[src/rtl/uart_pkg.sv]
// uart_pkg: shared types and constants for the UART receive path.
// Holds parity mode / FSM state enums and the tuser bit positions.
package uart_pkg;

  typedef enum logic [1:0] {
    PAR_NONE  = 2'b00,
    PAR_EVEN  = 2'b01,
    PAR_ODD   = 2'b10,
    PAR_NONE3 = 2'b11
  } parity_mode_e;

  typedef enum logic [2:0] {
    IDLE,
    START,
    DATA,
    PARITY,
    STOP1,
    STOP2
  } rx_state_e;

  localparam int TUSER_PAR = 0;
  localparam int TUSER_FRM = 1;
  localparam int TUSER_BRK = 2;

  function automatic logic par_on(parity_mode_e m);
    return (m == PAR_EVEN) || (m == PAR_ODD);
  endfunction

endpackage

[src/rtl/uart_rx_sampler.sv]
// uart_rx_sampler: rx synchroniser, bit-period counter and bit decision.
// Ports: clk_i, rst_i, rx_i, run_i, start_i, div_i in; rx_o, fall_o,
// dec_stb_o, dec_val_o, end_o out. UART_RX_MAJORITY_EN: 3-sample vote.
module uart_rx_sampler #(
  parameter int DIV_WIDTH = 16
) (
  input  logic                 clk_i,
  input  logic                 rst_i,
  input  logic                 rx_i,
  input  logic                 run_i,
  input  logic                 start_i,
  input  logic [DIV_WIDTH-1:0] div_i,
  output logic                 rx_o,
  output logic                 fall_o,
  output logic                 dec_stb_o,
  output logic                 dec_val_o,
  output logic                 end_o
);

  localparam logic [DIV_WIDTH-1:0] ONE = DIV_WIDTH'(1);

  logic                 s1_q, s2_q, prev_q;
  logic [DIV_WIDTH-1:0] cnt_q, cnt_d;
  logic [DIV_WIDTH-1:0] half;

  assign half   = div_i >> 1;
  assign rx_o   = s2_q;
  assign fall_o = prev_q & ~s2_q;
  assign end_o  = run_i && (cnt_q == div_i - ONE);

  always_comb begin
    cnt_d = '0;
    if (start_i)    cnt_d = '0;
    else if (end_o) cnt_d = '0;
    else if (run_i) cnt_d = cnt_q + ONE;
  end

  always_ff @(posedge clk_i) begin
    if (rst_i) begin
      s1_q   <= 1'b1;
      s2_q   <= 1'b1;
      prev_q <= 1'b1;
      cnt_q  <= '0;
    end else begin
      s1_q   <= rx_i;
      s2_q   <= s1_q;
      prev_q <= s2_q;
      cnt_q  <= cnt_d;
    end
  end

`ifdef UART_RX_MAJORITY_EN
  logic v0_q, v1_q;

  always_ff @(posedge clk_i) begin
    if (rst_i) begin
      v0_q <= 1'b1;
      v1_q <= 1'b1;
    end else begin
      if (cnt_q == half - ONE) v0_q <= s2_q;
      if (cnt_q == half)       v1_q <= s2_q;
    end
  end

  // third vote is the live sample at h+1
  assign dec_stb_o = run_i && (cnt_q == half + ONE);
  assign dec_val_o = (v0_q & v1_q) | (v0_q & s2_q) | (v1_q & s2_q);
`else
  assign dec_stb_o = run_i && (cnt_q == half);
  assign dec_val_o = s2_q;
`endif

endmodule

[src/rtl/uart_rx_axis.sv]
// uart_rx_axis: UART receiver with a one-entry AXI-Stream output register.
// Ports: clk_i, rst_i, rx_i, bit_div_i, parity_mode_i, stop2_i, m_axis_*,
// overrun_o, busy_o. UART_RX_MAJORITY_EN selects 3-sample voting.
module uart_rx_axis
  import uart_pkg::*;
#(
  parameter int DATA_WIDTH = 8,
  parameter int DIV_WIDTH  = 16
) (
  input  logic                  clk_i,
  input  logic                  rst_i,
  input  logic                  rx_i,
  input  logic [DIV_WIDTH-1:0]  bit_div_i,
  input  logic [1:0]            parity_mode_i,
  input  logic                  stop2_i,
  output logic [DATA_WIDTH-1:0] m_axis_tdata_o,
  output logic [2:0]            m_axis_tuser_o,
  output logic                  m_axis_tvalid_o,
  input  logic                  m_axis_tready_i,
  output logic                  overrun_o,
  output logic                  busy_o
);

  rx_state_e             state_q;
  logic [DIV_WIDTH-1:0]  div_q;
  logic                  par_en_q, par_odd_q, stop2_q;
  logic [DATA_WIDTH-1:0] sh_q;
  logic [3:0]            idx_q;
  logic                  zero_q, perr_q, ferr_q, brkw_q;
  logic [DATA_WIDTH-1:0] tdata_q;
  logic [2:0]            tuser_q;
  logic                  tvalid_q, ovr_q;

  logic rx_s, fall, dec_stb, dec_val, bit_end, start;
  logic done, brk_now, par_exp;
  logic [2:0] user_d;
  parity_mode_e pm;

  assign pm    = parity_mode_e'(parity_mode_i);
  assign start = (state_q == IDLE) && fall;

  uart_rx_sampler #(.DIV_WIDTH(DIV_WIDTH)) u_smp (
    .clk_i     (clk_i),
    .rst_i     (rst_i),
    .rx_i      (rx_i),
    .run_i     (state_q != IDLE),
    .start_i   (start),
    .div_i     (div_q),
    .rx_o      (rx_s),
    .fall_o    (fall),
    .dec_stb_o (dec_stb),
    .dec_val_o (dec_val),
    .end_o     (bit_end)
  );

  // completion and tag of the frame ending this cycle
  always_comb begin
    done    = 1'b0;
    brk_now = 1'b0;
    user_d  = '0;
    par_exp = par_odd_q ? ~^sh_q : ^sh_q;
    user_d[TUSER_PAR] = perr_q;
    if (dec_stb && !brkw_q) begin
      if (state_q == STOP1) begin
        if (zero_q && !dec_val) begin
          brk_now = 1'b1;
          done    = 1'b1;
          user_d[TUSER_BRK] = 1'b1;
          user_d[TUSER_FRM] = 1'b1;
        end else if (!stop2_q) begin
          done = 1'b1;
          user_d[TUSER_FRM] = !dec_val;
        end
      end else if (state_q == STOP2) begin
        done = 1'b1;
        user_d[TUSER_FRM] = ferr_q | !dec_val;
      end
    end
  end

  always_ff @(posedge clk_i) begin
    if (rst_i) begin
      state_q   <= IDLE;
      div_q     <= DIV_WIDTH'(4);
      par_en_q  <= 1'b0;
      par_odd_q <= 1'b0;
      stop2_q   <= 1'b0;
      sh_q      <= '0;
      idx_q     <= '0;
      zero_q    <= 1'b1;
      perr_q    <= 1'b0;
      ferr_q    <= 1'b0;
      brkw_q    <= 1'b0;
      tdata_q   <= '0;
      tuser_q   <= '0;
      tvalid_q  <= 1'b0;
      ovr_q     <= 1'b0;
    end else begin
      ovr_q <= 1'b0;
      if (tvalid_q && m_axis_tready_i) tvalid_q <= 1'b0;
      if (done) begin
        if (!tvalid_q || m_axis_tready_i) begin
          tdata_q  <= sh_q;
          tuser_q  <= user_d;
          tvalid_q <= 1'b1;
        end else begin
          ovr_q <= 1'b1;
        end
      end

      unique case (state_q)
        IDLE: begin
          if (fall) begin
            div_q     <= (bit_div_i < DIV_WIDTH'(4)) ?
                         DIV_WIDTH'(4) : bit_div_i;
            par_en_q  <= par_on(pm);
            par_odd_q <= (pm == PAR_ODD);
            stop2_q   <= stop2_i;
            idx_q     <= '0;
            zero_q    <= 1'b1;
            perr_q    <= 1'b0;
            ferr_q    <= 1'b0;
            brkw_q    <= 1'b0;
            state_q   <= START;
          end
        end
        START: begin
          if (dec_stb && dec_val) state_q <= IDLE;
          else if (bit_end)       state_q <= DATA;
        end
        DATA: begin
          if (dec_stb) begin
            sh_q <= {dec_val, sh_q[DATA_WIDTH-1:1]};
            if (dec_val) zero_q <= 1'b0;
          end
          if (bit_end) begin
            idx_q <= idx_q + 4'd1;
            if (idx_q == 4'(DATA_WIDTH - 1))
              state_q <= par_en_q ? PARITY : STOP1;
          end
        end
        PARITY: begin
          if (dec_stb) begin
            perr_q <= (dec_val != par_exp);
            if (dec_val) zero_q <= 1'b0;
          end
          if (bit_end) state_q <= STOP1;
        end
        STOP1: begin
          if (brkw_q) begin
            // hold off restarting until the break releases
            if (rx_s) state_q <= IDLE;
          end else begin
            if (dec_stb) ferr_q <= !dec_val;
            if (brk_now)      brkw_q  <= 1'b1;
            else if (done)    state_q <= IDLE;
            else if (bit_end) state_q <= STOP2;
          end
        end
        STOP2: begin
          if (done) state_q <= IDLE;
        end
        default: state_q <= IDLE;
      endcase
    end
  end

  assign m_axis_tdata_o  = tdata_q;
  assign m_axis_tuser_o  = tuser_q;
  assign m_axis_tvalid_o = tvalid_q;
  assign overrun_o       = ovr_q;
  assign busy_o          = (state_q != IDLE);

endmodule
[config.mk]
export PLATFORM = sky130hd
export DESIGN_NAME = uart_rx_axis
export DESIGN_NICKNAME = d
export VERILOG_FILES = /design/src/rtl/uart_pkg.sv /design/src/rtl/uart_rx_sampler.sv /design/src/rtl/uart_rx_axis.sv
export SDC_FILE = /design/constraint.sdc
export NUM_CORES = 1
export LEC_CHECK = 0
export ABC_CLOCK_PERIOD_IN_PS = 3600
export CAP_MARGIN = 30
export CORE_ASPECT_RATIO = 1.1
export CORE_UTILIZATION = 35
export CTS_CLUSTER_SIZE = 14
export DETAILED_ROUTE_END_ITERATION = 6
export PLACE_DENSITY_LB_ADDON = 0.15
export SYNTH_ARGS = -nofsm -noshare
export SYNTH_HDL_FRONTEND = slang
export SYNTH_SLANG_ARGS = --single-unit
[constraint.sdc]
create_clock -name clk_i -period 3.6 [get_ports clk_i]
set_clock_uncertainty 0.15 [all_clocks]
set_input_delay 0.72 -clock clk_i [delete_from_list [all_inputs] [get_ports clk_i]]
set_output_delay 0.72 -clock clk_i [all_outputs]
set_load 0.005 [all_outputs]
# ---- After elaboration in Yosys (flattened, before gate mapping)
# Cells that the tools add are included.
dict set report classes {
  order_cmp 1
  bitwise 5
  n_eq_ne 25
  reduce_logical 32
  muxes 49
  n_shift 0
  multipliers 0
  div 0
  n_addsub 3
}
# operator n
set ops {}
lappend ops {{$mux W3} 13}
lappend ops {{$mux W1} 26}
lappend ops {{$pmux W3 S6} 1}
lappend ops {{$add A16 B1 Y16 const B} 1}
lappend ops {{$eq A16 B15 Y1} 1}
lappend ops {{$eq A16 B16 Y1} 1}
lappend ops {{$lt A16 B3 Y1 const B} 1}
lappend ops {{$mux W16} 1}
lappend ops {{$ne A2 B2 Y1 const B} 8}
lappend ops {{$sub A16 B1 Y16 const B} 1}
lappend ops {{$reduce_and A9 Y1} 1}
lappend ops {{$mux W4} 2}
lappend ops {{$pmux W1 S2} 4}
lappend ops {{$pmux W4 S2} 1}
lappend ops {{$reduce_and A2 Y1} 4}
lappend ops {{$reduce_and A4 Y1} 2}
lappend ops {{$reduce_bool A2 Y1} 4}
lappend ops {{$reduce_xnor A8 Y1} 1}
lappend ops {{$reduce_xor A8 Y1} 1}
lappend ops {{$logic_and A1 B1 Y1} 7}
lappend ops {{$eq A3 B2 Y1 const B} 2}
lappend ops {{$eq A3 B3 Y1 const B} 2}
lappend ops {{$ne A3 B3 Y1 const B} 2}
lappend ops {{$reduce_and A3 Y1} 2}
lappend ops {{19 further kinds} 26}
dict set report word_totals {
  wordCells 134
  out_inout_bits 14
  latchBits 0
  memories 0
  inputBits 23
  ram_bits 0
  reg_bits 70
  mem_bits_ro 0
}

# ---- Depth between registers and ports, before layout
# Gate-level depths: netlist of the first run.
dict set report depth {
  depth_word 9
  depth_mapped 12
  mapped_depth_nobuf 10
}

# ---- Cells and area by module
# Synthesis of the first run repeated with hierarchy kept, for this count alone.
dict set report unflattened {
  hier_cells 441
  area_unflattened_um2 3759.9
}
# mod area_per_inst_um2 seq_area_each_um2 cells_each n_inst
set by_module_without_submodules {}
lappend by_module_without_submodules {uart_rx_axis 2177.1 1021.0 251 1}
lappend by_module_without_submodules {uart_rx_sampler 1582.8 380.4 190 1}

# ---- Least setup slack after synthesis of the first run
# No wires, ideal clock.
dict set report synth_path {
  kind {register to register}
  from {register div_q[0]}
  to {register u_smp.cnt_q[12]}
  period_less_slack_ns 2.923
  required_ns 3.387
  t_arrival_ns 2.710
  n_path_buf 2
  path_stages_with_launch 13
  slack_ns 0.677
  setup_ns 0.063
  path_cell_list {dfxtp_1 inv_1 ha_1 or4b_1 nor4_4 nor2_1 o41ai_4 nand2_2 and3_1 or3_1 buf_6 buf_12 nor2_4}
}
dict set report synth_via {
  elab_chain_len 4
}
# element line_no
set synth_lines {}
lappend synth_lines {{start, declared} uart_rx_axis.sv:25} ;# logic [DIV_WIDTH-1:0] div_q;
lappend synth_lines {{start signal, assigned} uart_rx_axis.sv:114} ;# div_q <= (bit_div_i < DIV_WIDTH'(4)) ?
lappend synth_lines {{$sub A16 B1 Y16} uart_rx_sampler.sv:29} ;# assign end_o = run_i && (cnt_q == div_i - ONE);
lappend synth_lines {{$eq A16 B16 Y1} uart_rx_sampler.sv:29}
lappend synth_lines {{$logic_and A1 B1 Y1} uart_rx_sampler.sv:29}
lappend synth_lines {{$reduce_or A4 Y1 (no source line)} --}
lappend synth_lines {{end signal, assigned} uart_rx_sampler.sv:48} ;# cnt_q <= cnt_d;
lappend synth_lines {{end, declared} uart_rx_sampler.sv:23} ;# logic [DIV_WIDTH-1:0] cnt_q, cnt_d;
# Every way passes these cells.
# A chain may end at the register's enable or synchronous reset.

# ---- Final worst setup path of the first run
dict set report layout_path {
  from {register div_q[1]}
  to {register state_q[0]}
}
dict set report layout_via {
  elab_chain_len 8
  elab_cells_between_ends 21
  classes_between {add/sub (1); eq/ne (8); mux (7); reduce/logical (5)}
}
# element line_no
set layout_lines {}
lappend layout_lines {{parallel branches: the longest is 8 deep, another holds $sub A16 B1 Y16} --}
lappend layout_lines {{end signal, assigned} uart_rx_axis.sv:139} ;# state_q <= par_en_q ? PARITY : STOP1;
lappend layout_lines {{end, declared} uart_rx_axis.sv:24} ;# rx_state_e state_q;
# Parallel ways; which one is timed is not known. The select of a mux whose other input is x is not followed.

==> reports/metrics.cfg, run 1 <==
[route]
ant_nets = 0
drt_iter0_drc = 107
drc = 0
num_vias = 3049
firstDrtPassIters = 4
wl_per_cell_um = 14.6
viasPerCell = 5.02
wl_um = 8870

[worst_setup_path]
cp_max_fo = 5
reg2reg_depth = 10
max_stage_delay_ns = 0.59
rr_endpoint = state_q[0]
r2r-start = div_q[1]
r2r_setup_slack_ns = 0.25
setup.worst_path.end = state_q[0]
critPathArrivalTime_ns = 3.44
crit_type = reg2reg
startpoint_type = register
worstPathCellList = inv_1, ha_1, or4b_1, nor4_4, and4b_1, o41ai_4, a2111oi_2, o2bb2ai_1, a21oi_1, a311oi_1
cp.required_ns = 3.69
crit_path_top_delay_cell = or4b_1
critPathCaptureType = register
setup.worst_path.start = div_q[1]

[global_route]
overflow = 0
grt.total_usage_pct = 16.7
grt_start_max_net_pins = 27
grt_pass1_vias = 2921
grt_pass1_wl_um = 14400
antenna_found_initial = 0

[power_and_ir_drop]
clkPwrFrac_pct = 31.1
switching_power_uw = 1050
power.internal_uw = 1850
vdd_drop_max_mv = 0.353
p_leak_uw = 0.00156
seq_power_share_pct = 33.2
comb_power_share_pct = 35.7
switching_share_pct = 36.3
p_per_area_nw_per_um2 = 639

[clock_network]
clk_path_buf_depth = 2
cts_hold_buf = 0
cts_tree = built
clock_latency_ns = 0.34
cts_max_level = 3
numCtsBuffers = 9
root_buffer = clkbuf_16
clkSlewWorstSetupHoldPaths_ns = 0.06
cts.sinks = 70
ctsResizeCount = 0
post-cts-setup-buffer-count = 0

[hold_path]
whs_path_depth = 1
hp-class = reg2reg
min-delay-start = u_smp.s1_q

[floorplan]
core-area_um2 = 10400
chipWidth_um = 101
die-area_um2 = 11200
die_y_um = 111
io_pins = 37
core.rowCount = 39
initial_utilization_pct = 36.1

[timing]
rsz0062_at_grt = false
slew_headroom_pct = 34.7
setup_violations = 0
max_freq_mhz = 299
setup-tns-final_ns = 0
hold_viol = 0
fin_crit_sh_pct = 93.0
period_needed_ns = 3.35
slew_violations = 0
worst_pin_slew_ns = 0.977

[yosys]
synth-seq-cells = 70
syn_nets = 456
async_flop_share_pct = 0
synth_cell_types = 60
synth-main-ff-cell = dfxtp_1
syn-instance-count = 429
yosys_warnings = 0
synth-edff-count = 0
syn_area_per_cell_um2 = 8.78
synth_area_um2 = 3770
ys_seq_area_share_pct = 37.2

[placed_design]
dp_hpwl_um = 6550
place_area_um2 = 4250
finalWeightedCongestion = 0.852
io_buffers = 36

[outcome]
outcome = completed

[cells_and_area]
final_common_cell = dfxtp_1
syn2layout_area_growth_pct = 20.8
layout_common_cells = 70 x dfxtp_1, 46 x nor2_1, 37 x xnor2_1
layout-drive-gt1-share_pct = 11.6
fin_area_um2 = 4550
diodes = 0
finalNetCount = 486

[flow_run]
maxCapViolCount = 0

[flip-flops by register name, summed over array words and instances, names as in the netlist, 3 cells and up]
| signal | count |
|---|---|
| div_q | 16 |
| idx_q | 4 |
| m_axis_tdata_o | 8 |
| m_axis_tuser_o | 3 |
| sh_q | 8 |
| state_q | 3 |
| u_smp.cnt_q | 16 |
[critical path, delay by kind of cell (launching register included)]
family          cells  cell delay [ns]
compound gates      5             1.29
fa+ha+maj           1             0.19
buf+inv             1             0.08
flops               1             0.37
simple gates        3             1.18
[cell type report]
type / instances / area (µm²)
fill: 1078 / 5890
multi-input combinational: 322 / 2190
sequential: 70 / 1400
timing repair buffer: 48 / 445
clock buffer: 9 / 225
tap: 143 / 179
clock inverter: 7 / 80.1
inverter: 8 / 30.0
[power by group through the flow]
stage / registers [µW] / clock network [µW] / logic, µW
detailed placement: 980 / 0 / 1030
global route: 976 / 962 / 1130
CTS: 962 / 929 / 1040
finish: 964 / 905 / 1040
global placement: 979 / 0 / 1030
floorplan: 919 / 0 / 796
[Yosys cell counts (all sizes together), types with 2 or more instances]
cell type | n | area share (%)
a211oi | 4 | 0.80
a21oi | 26 | 3.5
a22o | 8 | 1.9
a22oi | 2 | 0.40
a311oi | 2 | 0.46
and3 | 9 | 1.5
and4 | 2 | 0.46
buf | 8 | 1.8
clkbuf | 21 | 2.1
dfxtp | 70 | 37
ha | 4 | 1.3
inv | 8 | 0.80
mux2i | 21 | 5.6
nand2 | 31 | 3.2
nand2b | 5 | 0.83
nand3 | 19 | 2.5
nand3b | 2 | 0.40
nand4 | 7 | 1.2
nor2 | 56 | 7.3
nor2b | 2 | 0.33
nor3 | 13 | 1.9
nor3b | 3 | 0.60
nor4 | 7 | 1.6
nor4b | 2 | 0.63
o211ai | 3 | 0.60
o21a | 2 | 0.40
o21ai | 3 | 0.40
o31ai | 3 | 0.60
or2 | 8 | 1.3
or3 | 4 | 0.66
xnor2 | 37 | 8.6
xor2 | 19 | 4.4
[per-layer routing]
layer / part of all wire (%) / up-vias / GRT usage, % / routed length, µm
met4: 2.2 / 0 / 6.96 / 192
li1: - / 1556 / - / -
met5: 0 / - / 0 / 0
met1: 45 / 1421 / 19.9 / 3960
met2: 50 / 55 / 28.1 / 4440
met3: 3.2 / 17 / 4.41 / 283
[kinds of logic after synthesis]
logic type | count (synthesis) | synth area share [%]
buf+inv | 37 | 4.71
mux | 21 | 5.58
flops | 70 | 37.2
compound gates | 65 | 12.4
fa+ha+maj | 4 | 1.33
xor+xnor | 56 | 13.0
simple gates | 176 | 25.8
[worst min-delay path by stage]
stage	to
2_1_floorplan	u_smp.dec_val_o
3_3_place_gp	u_smp.dec_val_o
3_5_place_dp	u_smp.dec_val_o
4_1_cts	u_smp.dec_val_o
5_1_grt	u_smp.dec_val_o
6_report	u_smp.dec_val_o
[stage by stage]
| step | utilization, % | hold slack [ns] | total power [µW] | cells | setup WS, ns |
|---|---|---|---|---|---|
| floorplan | - | 0.239 | 1720 | 429 | 0.677 |
| global placement | 40.7 | 0.254 | 2010 | 591 | 0.347 |
| detailed placement | 40.7 | 0.257 | 2010 | 591 | 0.331 |
| CTS | 43.6 | 0.270 | 2930 | 607 | 0.300 |
| global route | 43.6 | 0.285 | 3070 | 607 | 0.0836 |
| finish | 43.6 | 0.267 | 2910 | 607 | 0.253 |
No activity file was read; power rests on OpenSTA's default activity.
==> inputs of run 2 (changes only) <==
--- a/config.mk
+++ b/config.mk
@@ -7,10 +7,11 @@
 export LEC_CHECK = 0
 export ABC_CLOCK_PERIOD_IN_PS = 3600
 export CAP_MARGIN = 30
-export CORE_ASPECT_RATIO = 1.1
+export CORE_ASPECT_RATIO = 0.6
 export CORE_UTILIZATION = 35
 export CTS_CLUSTER_SIZE = 14
 export DETAILED_ROUTE_END_ITERATION = 6
+export HOLD_SLACK_MARGIN = 0.03
 export PLACE_DENSITY_LB_ADDON = 0.15
 export SYNTH_ARGS = -nofsm -noshare
 export SYNTH_HDL_FRONTEND = slang
==> reports/metrics.cfg, run 2 (synthesis results as in run 1) <==
[flow_run]
maxCapViolCount = 0  ; unchanged

[clock_network]
numCtsBuffers = 9  ; unchanged
cts_tree = built
clock_latency_ns = 0.33  ; about the same
root_buffer = clkbuf_16
post-cts-setup-buffer-count = 0  ; unchanged
cts.sinks = 70  ; unchanged
cts_hold_buf = 0  ; unchanged
cts_max_level = 3  ; unchanged
clkSlewWorstSetupHoldPaths_ns = 0.05  ; about the same
clk_path_buf_depth = 2  ; unchanged
ctsResizeCount = 0  ; unchanged

[cells_and_area]
fillCellCount = 993  ; -7.9%
fin_util_pct = 45.7  ; +2.1 points
finalNetCount = 489  ; +0.62%
syn2layout_area_growth_pct = 23.1
reg_top3 = div_q: 16 flops, u_smp.cnt_q: 16 flops
layout_common_cells = 70 x dfxtp_1, 46 x nor2_1, 37 x xnor2_1
final_common_cell = dfxtp_1
layout-drive-gt1-share_pct = 12.0  ; +0.38 points
diodes = 0  ; unchanged

[floorplan]
core.rowCount = 28  ; -28%
initial_utilization_pct = 37.1  ; +1.0 points
io_pins = 37  ; unchanged
die_y_um = 82.4  ; -26%
die-area_um2 = 11200  ; +0.12%
chipWidth_um = 136  ; +35%
core-area_um2 = 10200  ; -2.7%

[worst_setup_path]
setup.worst_path.end = u_smp.cnt_q[3]
critPathCaptureType = register
cp_max_fo = 16  ; +11
setup.worst_path.start = div_q[0]
rr_endpoint = u_smp.cnt_q[3]
r2r_setup_slack_ns = 0.25  ; about the same
reg2reg_depth = 11  ; +1
startpoint_type = register
cp.required_ns = 3.72  ; +0.03 ns
crit_type = reg2reg
critPathArrivalTime_ns = 3.47  ; +0.03 ns
r2r-start = div_q[0]

[global_route]
grt_pass1_vias = 2800  ; -4.1%
top_usage_layer = met1
met1_usage_pct = 29.3  ; +9.3 points
grt_start_max_net_pins = 47  ; +74%
overflow = 0  ; unchanged
use_met2_pct = 22.5  ; -5.6 points
grt_pass1_wl_um = 15300  ; +6.2%
grtUsageMet3_pct = 5.49  ; +1.1 points
grt.total_usage_pct = 18.5  ; +1.8 points
antenna_found_initial = 0  ; unchanged

[timing]
setup_violations = 0  ; unchanged
max_freq_mhz = 299  ; about the same
hold_viol = 0  ; unchanged
rsz0062_at_grt = false
worst_pin_slew_ns = 1.14  ; +0.167 ns
slew_violations = 0  ; unchanged
period_needed_ns = 3.35  ; -0.00197 ns
fin_crit_sh_pct = 92.9  ; about the same
hold_ws_ns = 0.259  ; -0.00852 ns
setup_ws_ns = 0.255  ; +0.00197 ns
slew_headroom_pct = 23.6  ; -11 points
setup-tns-final_ns = 0  ; unchanged

[route]
ant_nets = 0  ; unchanged
wl_per_cell_um = 16.1  ; +10%
drt_iter0_drc = 324  ; +200%
drc = 0  ; unchanged
num_vias = 3135  ; +2.8%
viasPerCell = 5.22  ; +3.8%
wl_um = 9700  ; +9.3%
firstDrtPassIters = 7  ; +3

[power_and_ir_drop]
vdd_drop_max_mv = 0.273  ; -23%
p_per_area_nw_per_um2 = 677  ; +5.9%
p_leak_uw = 0.00162  ; +3.6%

[outcome]
outcome = completed

[placed_design]
finalWeightedCongestion = 0.892  ; +4.7%
dp_hpwl_um = 7190  ; +9.8%
io_buffers = 36  ; unchanged
dp_slack_ns = 0.256  ; -0.0748 ns

[hold_path]
whs_path_depth = 1  ; unchanged
hp-class = reg2reg

## run 2: per-stage QoR
step           std cells  power [µW]  instance area (µm²)
2_1_floorplan        429        1720                 3770
3_3_place_gp         586        2050                 4270
3_5_place_dp         586        2050                 4270
4_1_cts              601        3130                 4630
5_1_grt              601        3290                 4640
6_report             601        3140                 4640
## run 2: how the worst min path moves through the flow
stage                    start               to  slack [ns]
detailed placement  u_smp.s1_q  u_smp.dec_val_o        0.25
CTS                 u_smp.s1_q  u_smp.dec_val_o        0.26
global route        u_smp.s1_q  u_smp.dec_val_o        0.29
global placement    u_smp.s1_q  u_smp.dec_val_o        0.25
finish              u_smp.s1_q  u_smp.dec_val_o        0.26
floorplan           u_smp.s1_q  u_smp.dec_val_o        0.24
## run 2: layout make-up
class / instances / area (µm²) / share of cell area, %
Clock buffer: 12 / 267 / 5.74
Multi-Input combinational cell: 322 / 2200 / 47.5
Tap cell: 135 / 169 / 3.64
Clock inverter: 3 / 90.1 / 1.94
Inverter: 8 / 30.0 / 0.647
Timing Repair Buffer: 51 / 480 / 10.4
Sequential cell: 70 / 1400 / 30.2
## run 2: power by group
group	switching [µW]	internal, µW	total, µW
Clock	335	730	1060
Combinational	649	489	1140
Sequential	90.1	847	937
Total	1070	2070	3140
## run 2: routing by layer
layer | vias to the layer above | share of wire (%)
met5 | - | 0
met4 | 0 | 0.97
met3 | 9 | 7.3
met2 | 100 | 36
met1 | 1462 | 56
li1 | 1564 | -
## run 2: worst max-delay path, cell delays in order (launching register included)
cell,delay [ns]
dfxtp_1,0.37
inv_1,0.08
ha_1,0.19
or4b_1,0.61
nor4_4,0.32
nor2_1,0.14
o41ai_4,0.45
nand2_2,0.11
and3_1,0.20
or3_1,0.37
buf_12,0.19
nor2_1,0.10
==> inputs of run 3 (changes only) <==
--- a/config.mk
+++ b/config.mk
@@ -13,6 +13,7 @@
 export DETAILED_ROUTE_END_ITERATION = 6
 export HOLD_SLACK_MARGIN = 0.03
 export PLACE_DENSITY_LB_ADDON = 0.15
+export RECOVER_POWER = 25
 export SYNTH_ARGS = -nofsm -noshare
 export SYNTH_HDL_FRONTEND = slang
 export SYNTH_SLANG_ARGS = --single-unit
==> constraint.sdc (replaced) <==
create_clock -name clk_i -period 3.6 [get_ports clk_i]
set_clock_uncertainty 0.15 [all_clocks]
set_input_delay 0.9 -clock clk_i [delete_from_list [all_inputs] [get_ports clk_i]]
set_output_delay 0.9 -clock clk_i [all_outputs]
set_load 0.005 [all_outputs]
==> reports/metrics.cfg, run 3 (synthesis results as in run 1) <==
[outcome]
outcome = completed

[route]
viasPerCell = 5.12  ; -1.8%
drt_iter0_drc = 238  ; -27%
num_vias = 3089  ; -1.5%
firstDrtPassIters = 4  ; -3
drc = 0  ; unchanged
ant_nets = 0  ; unchanged
wl_um = 9690  ; -0.15%
wl_per_cell_um = 16.1  ; -0.49%

[clock_network]
cts_tree = built
numCtsBuffers = 9  ; unchanged
cts_hold_buf = 0  ; unchanged
root_buffer = clkbuf_16
clock_latency_ns = 0.34  ; about the same
clk_path_buf_depth = 2  ; unchanged
clkSlewWorstSetupHoldPaths_ns = 0.06  ; about the same
cts.sinks = 70  ; unchanged
cts_max_level = 3  ; unchanged

[floorplan]
initial_utilization_pct = 37.1  ; unchanged
die-area_um2 = 11200  ; unchanged
chipWidth_um = 136  ; unchanged
core.rowCount = 28  ; unchanged
die_y_um = 82.4  ; unchanged
io_pins = 37  ; unchanged
core-area_um2 = 10200  ; unchanged

[timing]
rsz0062_at_grt = false
setup-tns-final_ns = 0  ; unchanged
slew_headroom_pct = 36.5  ; +13 points
setup_violations = 0  ; unchanged
fin_crit_sh_pct = 93.7  ; +0.79 points
slew_violations = 0  ; unchanged
hold_viol = 0  ; unchanged
worst_pin_slew_ns = 0.953  ; -0.190 ns
period_needed_ns = 3.37  ; +0.0283 ns
max_freq_mhz = 296  ; -0.84%

[global_route]
overflow = 0  ; unchanged
grt.total_usage_pct = 19.0  ; +0.53 points
grt_pass1_vias = 2968  ; +6.0%
grt_start_max_net_pins = 47  ; unchanged
grt_pass1_wl_um = 15900  ; +3.6%
antenna_found_initial = 0  ; unchanged

[power_and_ir_drop]
switching_share_pct = 34.6  ; +0.37 points
power.internal_uw = 2080  ; +0.74%
switching_power_uw = 1100  ; +2.4%
p_leak_uw = 0.00164  ; +1.2%
p_per_area_nw_per_um2 = 684  ; +1.0%
clkPwrFrac_pct = 34.8  ; +0.9 points
comb_power_share_pct = 35.8  ; -0.5 points
vdd_drop_max_mv = 0.269  ; -1.5%
seq_power_share_pct = 29.4  ; -0.4 points

[worst_setup_path]
max_stage_delay_ns = 0.62  ; about the same
startpoint_type = register
setup.worst_path.start = div_q[0]
cp.required_ns = 3.73  ; about the same
crit_path_top_delay_cell = or4b_1
worstPathCellList = inv_1, ha_1, or4b_1, nor4_4, nor2_1, o41ai_4, nand2_2, and3_1, or3_1, buf_12, nor2_1
crit_type = reg2reg
cp_max_fo = 16  ; unchanged
path_delay_family = simple AND/OR/NAND/NOR gates
path_buf_inv = 2  ; unchanged
path_common_cell = nor2_1
critPathCaptureType = register
r2r-start = div_q[0]
critPathArrivalTime_ns = 3.50  ; +0.03 ns

[cells_and_area]
finalNetCount = 490  ; +0.20%
reg_top3 = div_q: 16 flops, u_smp.cnt_q: 16 flops
final_common_cell = dfxtp_1
layout-drive-gt1-share_pct = 11.5  ; -0.48 points
diodes = 0  ; unchanged
final_cell_count_no_fill = 603  ; +0.33%
syn2layout_area_growth_pct = 23.4
fin_area_um2 = 4650  ; +0.27%
layout_common_cells = 70 x dfxtp_1, 46 x nor2_1, 37 x xnor2_1

[hold_path]
hp-class = reg2reg
min-delay-start = u_smp.s1_q

[flow_run]
maxCapViolCount = 0  ; unchanged

[placed_design]
place_area_um2 = 4270  ; unchanged
dp_cells = 586  ; unchanged
dp_hpwl_um = 7210  ; +0.23%
io_buffers = 36  ; unchanged
finalWeightedCongestion = 0.892  ; about the same

## run 3: area by class of cell
type,count,area [µm²]
clock buffer,9,225
clock inverter,7,145
fill,987,5510
inverter,8,30.0
multi-input combinational,322,2200
sequential,70,1400
tap,135,169
timing repair buffer,52,479
## run 3: timing repair
action / 4_1_cts / 5_1_grt
gates resized for setup: 0 / 1
setup endpoints to repair: 0 / 2
buffers inserted: 0 / 0
## run 3: through the flow
step	worst slack (ns)	power [µW]	utilization, %	hold WS [ns]
finish	0.227	3180	45.8	0.261
global route	0.0396	3340	45.8	0.287
CTS	0.150	3180	45.7	0.263
detailed placement	0.189	2060	42.0	0.248
global placement	0.274	2050	42.0	0.245
floorplan	0.677	1720	-	0.239
## run 3: worst paths after layout
check	endpoint	slack (ns)	depth (start not counted)
worst max-delay path	u_smp.cnt_q[5]	0.23	11
worst min-delay path	u_smp.dec_val_o	0.26	1
worst max register to register	u_smp.cnt_q[5]	0.23	11
worst min register to register	u_smp.dec_val_o	0.26	1
## run 3: worst register-to-register path: stages, from the launching register on
cell and delay, ns:
dfxtp_1 0.37, inv_1 0.08, ha_1 0.19, or4b_1 0.62
nor4_4 0.32, nor2_1 0.13, o41ai_4 0.48, nand2_2 0.10
and3_1 0.20, or3_1 0.37, buf_12 0.20, nor2_1 0.11
## run 3: power by group through the flow
stage	logic, µW	registers, µW	clock network (µW)
4_1_cts	1120	935	1130
3_5_place_dp	1110	952	0
3_3_place_gp	1100	951	0
5_1_grt	1240	949	1160
6_report	1140	936	1110
2_1_floorplan	796	919	0
## run 3: layer usage
layer  vias to the layer above  track usage (%)  wire length, µm
li1                       1566                -                -
met1                      1417             29.9             5470
met2                        97             24.0             3450
met3                         9             4.46              652
met4                         0             6.56              109
met5                         -                0                0
==> variant (flow settings as in run 1) <==
Build with the macro `UART_RX_MAJORITY_EN` defined.
--- a/src/rtl/uart_rx_sampler.sv
+++ b/src/rtl/uart_rx_sampler.sv
@@ -1,6 +1,8 @@
 // uart_rx_sampler: rx synchroniser, bit-period counter and bit decision.
 // Ports: clk_i, rst_i, rx_i, run_i, start_i, div_i in; rx_o, fall_o,
 // dec_stb_o, dec_val_o, end_o out. UART_RX_MAJORITY_EN: 3-sample vote.
+`define UART_RX_MAJORITY_EN
+
 module uart_rx_sampler #(
   parameter int DIV_WIDTH = 16
 ) (
Function: changed (Yosys sat finds a counterexample within 10 cycles, from zero or initial values and one cycle with rst_i high).
==> variant against run 1 <==
Synthesized area up 24%. Non-clock buffer count up 18. Final area up 23%. Critical path depth up 1. First-iteration DRC count up 89%. Wire length up 52%. Sequential cell count up 2. Setup slack worse by 22 ps. Power down 18%. Maximum frequency down 0.67%. Via count up 43%. Critical endpoint is now u_smp.v0_q$_SDFFE_PP1N_. Highest routed layer unchanged.
==> variant: results (changes against run 1) <==
total routed wirelength=13510 um (+52%); comb_multi_in=450 (+40%); Max IR drop VDD=0.3367 mV (-4.6%); sequential power=0.000891 W (-7.6%); Hold EP=u_smp.rx_o$_SDFF_PP1_; vias=4361 (+43%); net switching fraction of the power=0.3389 (-0.02390); Non-clk bufs=66 (+38%); Synth area leaders=dfxtp_1 31%, xnor2_1 8.2%, mux2i_1 4.9%; Signal buf overhead=0.1062 (+0.008348); Slowest-stage cell, CP=or4b_4; Logic inverters=19 (+11); M1 WL=5893 um (+49%); average wire per standard cell=17.23 um (+18%); Syn Nets=616 (+35%); Pleak=1.950 nW (+25%); GR Util met3=0.04265 (-0.001489); depth of the worst register-to-register path=11 (+1); vias in the first global route=4288 (+47%); Reg2Reg Capture Point=u_smp.v0_q$_SDFFE_PP1N_; critical path required time=3680 ps (about the same); Post-synth top cells=72 x dfxtp_1, 61 x nor2_1, 44 x nand2_1, 44 x xnor2_1, 33 x clkbuf_1; first-pass GRT wire length=22220 um (+54%); CP peak stage delay=530 ps (-60 ps); status=complete, no violations; met1 Usage GRT=0.2451 (+0.04598); metal3 WL=625 um (+120%); wire length on met2=6700 um (+51%); Max Fanout on Critical Path=8 (+3); Initial DRT Pass Iterations=7 (+3); Yosys cell types=64 (+6.7%); WHS=259.0 ps (-8.516 ps); Combinational Power Share=0.268 (-0.089); Yosys reg bits=72 (+2.9%); layout overhead on the synthesized area=19.05%; met2 Track Usage GR=0.3668 (+0.08603); Sw Pwr=0.0008076 W (-23%); Seq area share=0.2582 (-0.04977); Tot GR Track Use=0.2060 (+0.03895); P per Cell Area=426.8 nW/um^2 (-33%); ClkCell Share=0.04998 (-0.01711); Placed Cells=767 (+30%); Cells after Synth=586 (+37%); Final Wtd Congestion=0.8540 (+0.23%); Placement Cell Area=5278 um^2 (+24%); Slew Limit Headroom=0.5945 (+0.2472); fin nets=648 (+33%); largest net degree at the start of global routing=39 (+44%); post-synthesis sequential area ratio=0.3074 (-0.06448); Register-to-Register Setup Slack=230 ps (-20 ps); layout cell share with drive strength beyond 1=0.1108 (-0.005625); fillers=1349 (+25%); HPWL after DPL=10190 um (+56%); pre-CTS WS=112.3 ps (-218.2 ps)
-- variant: changes by cell type in the layout (fill, tap and decap cells not counted), moves of 5 or more --
cell / run 1 / this run
buf_4: 12 / 29
inv_1: 8 / 19
nand2_1: 30 / 44
nand3_1: 19 / 25
nand4_1: 7 / 12
nor2_1: 46 / 61
nor2_4: 8 / 0
nor3_1: 12 / 22
nor4_1: 6 / 14
o21ai_0: 3 / 16
or4_1: 0 / 8
xnor2_1: 37 / 44
xor2_1: 19 / 26
-- variant: kinds of logic after synthesis --
logic type / Yosys count / synth area share
AND/OR/NAND/NOR: 246 / 0.2772
AO/OA/AOI/OAI: 100 / 0.1489
flip-flops: 72 / 0.3074
XOR/XNOR: 71 / 0.1342
buffers and inverters: 64 / 0.05763
multiplexers: 25 / 0.05389
adder cells (fa/ha/maj): 8 / 0.02081
-- variant: repair_timing --
item | in CTS | in global routing
gates resized for setup | 0 | 5
setup buffers | 0 | 1
setup endpoints to repair | 0 | 21
hold buffers | 0 | 0
endpoints found under the hold margin | 0 | 0
-- variant: how the worst max path moves through the flow --
stage / startpoint / to / slack (ps) / cells after the start
after floorplan: div_q[1]$_SDFFE_PP0P_ / u_smp.cnt_q[12]$_SDFF_PP0_ / 470 / 13
after global placement: div_q[1]$_SDFFE_PP0P_ / u_smp.cnt_q[10]$_SDFF_PP0_ / 260 / 10
after detailed placement: div_q[2]$_SDFFE_PP1P_ / u_smp.cnt_q[8]$_SDFF_PP0_ / 110 / 10
after CTS: div_q[1]$_SDFFE_PP0P_ / u_smp.cnt_q[8]$_SDFF_PP0_ / 90 / 10
after global routing: div_q[1]$_SDFFE_PP0P_ / idx_q[2]$_SDFFE_PP0P_ / 10 / 10
final: div_q[1]$_SDFFE_PP0P_ / u_smp.v0_q$_SDFFE_PP1N_ / 230 / 11
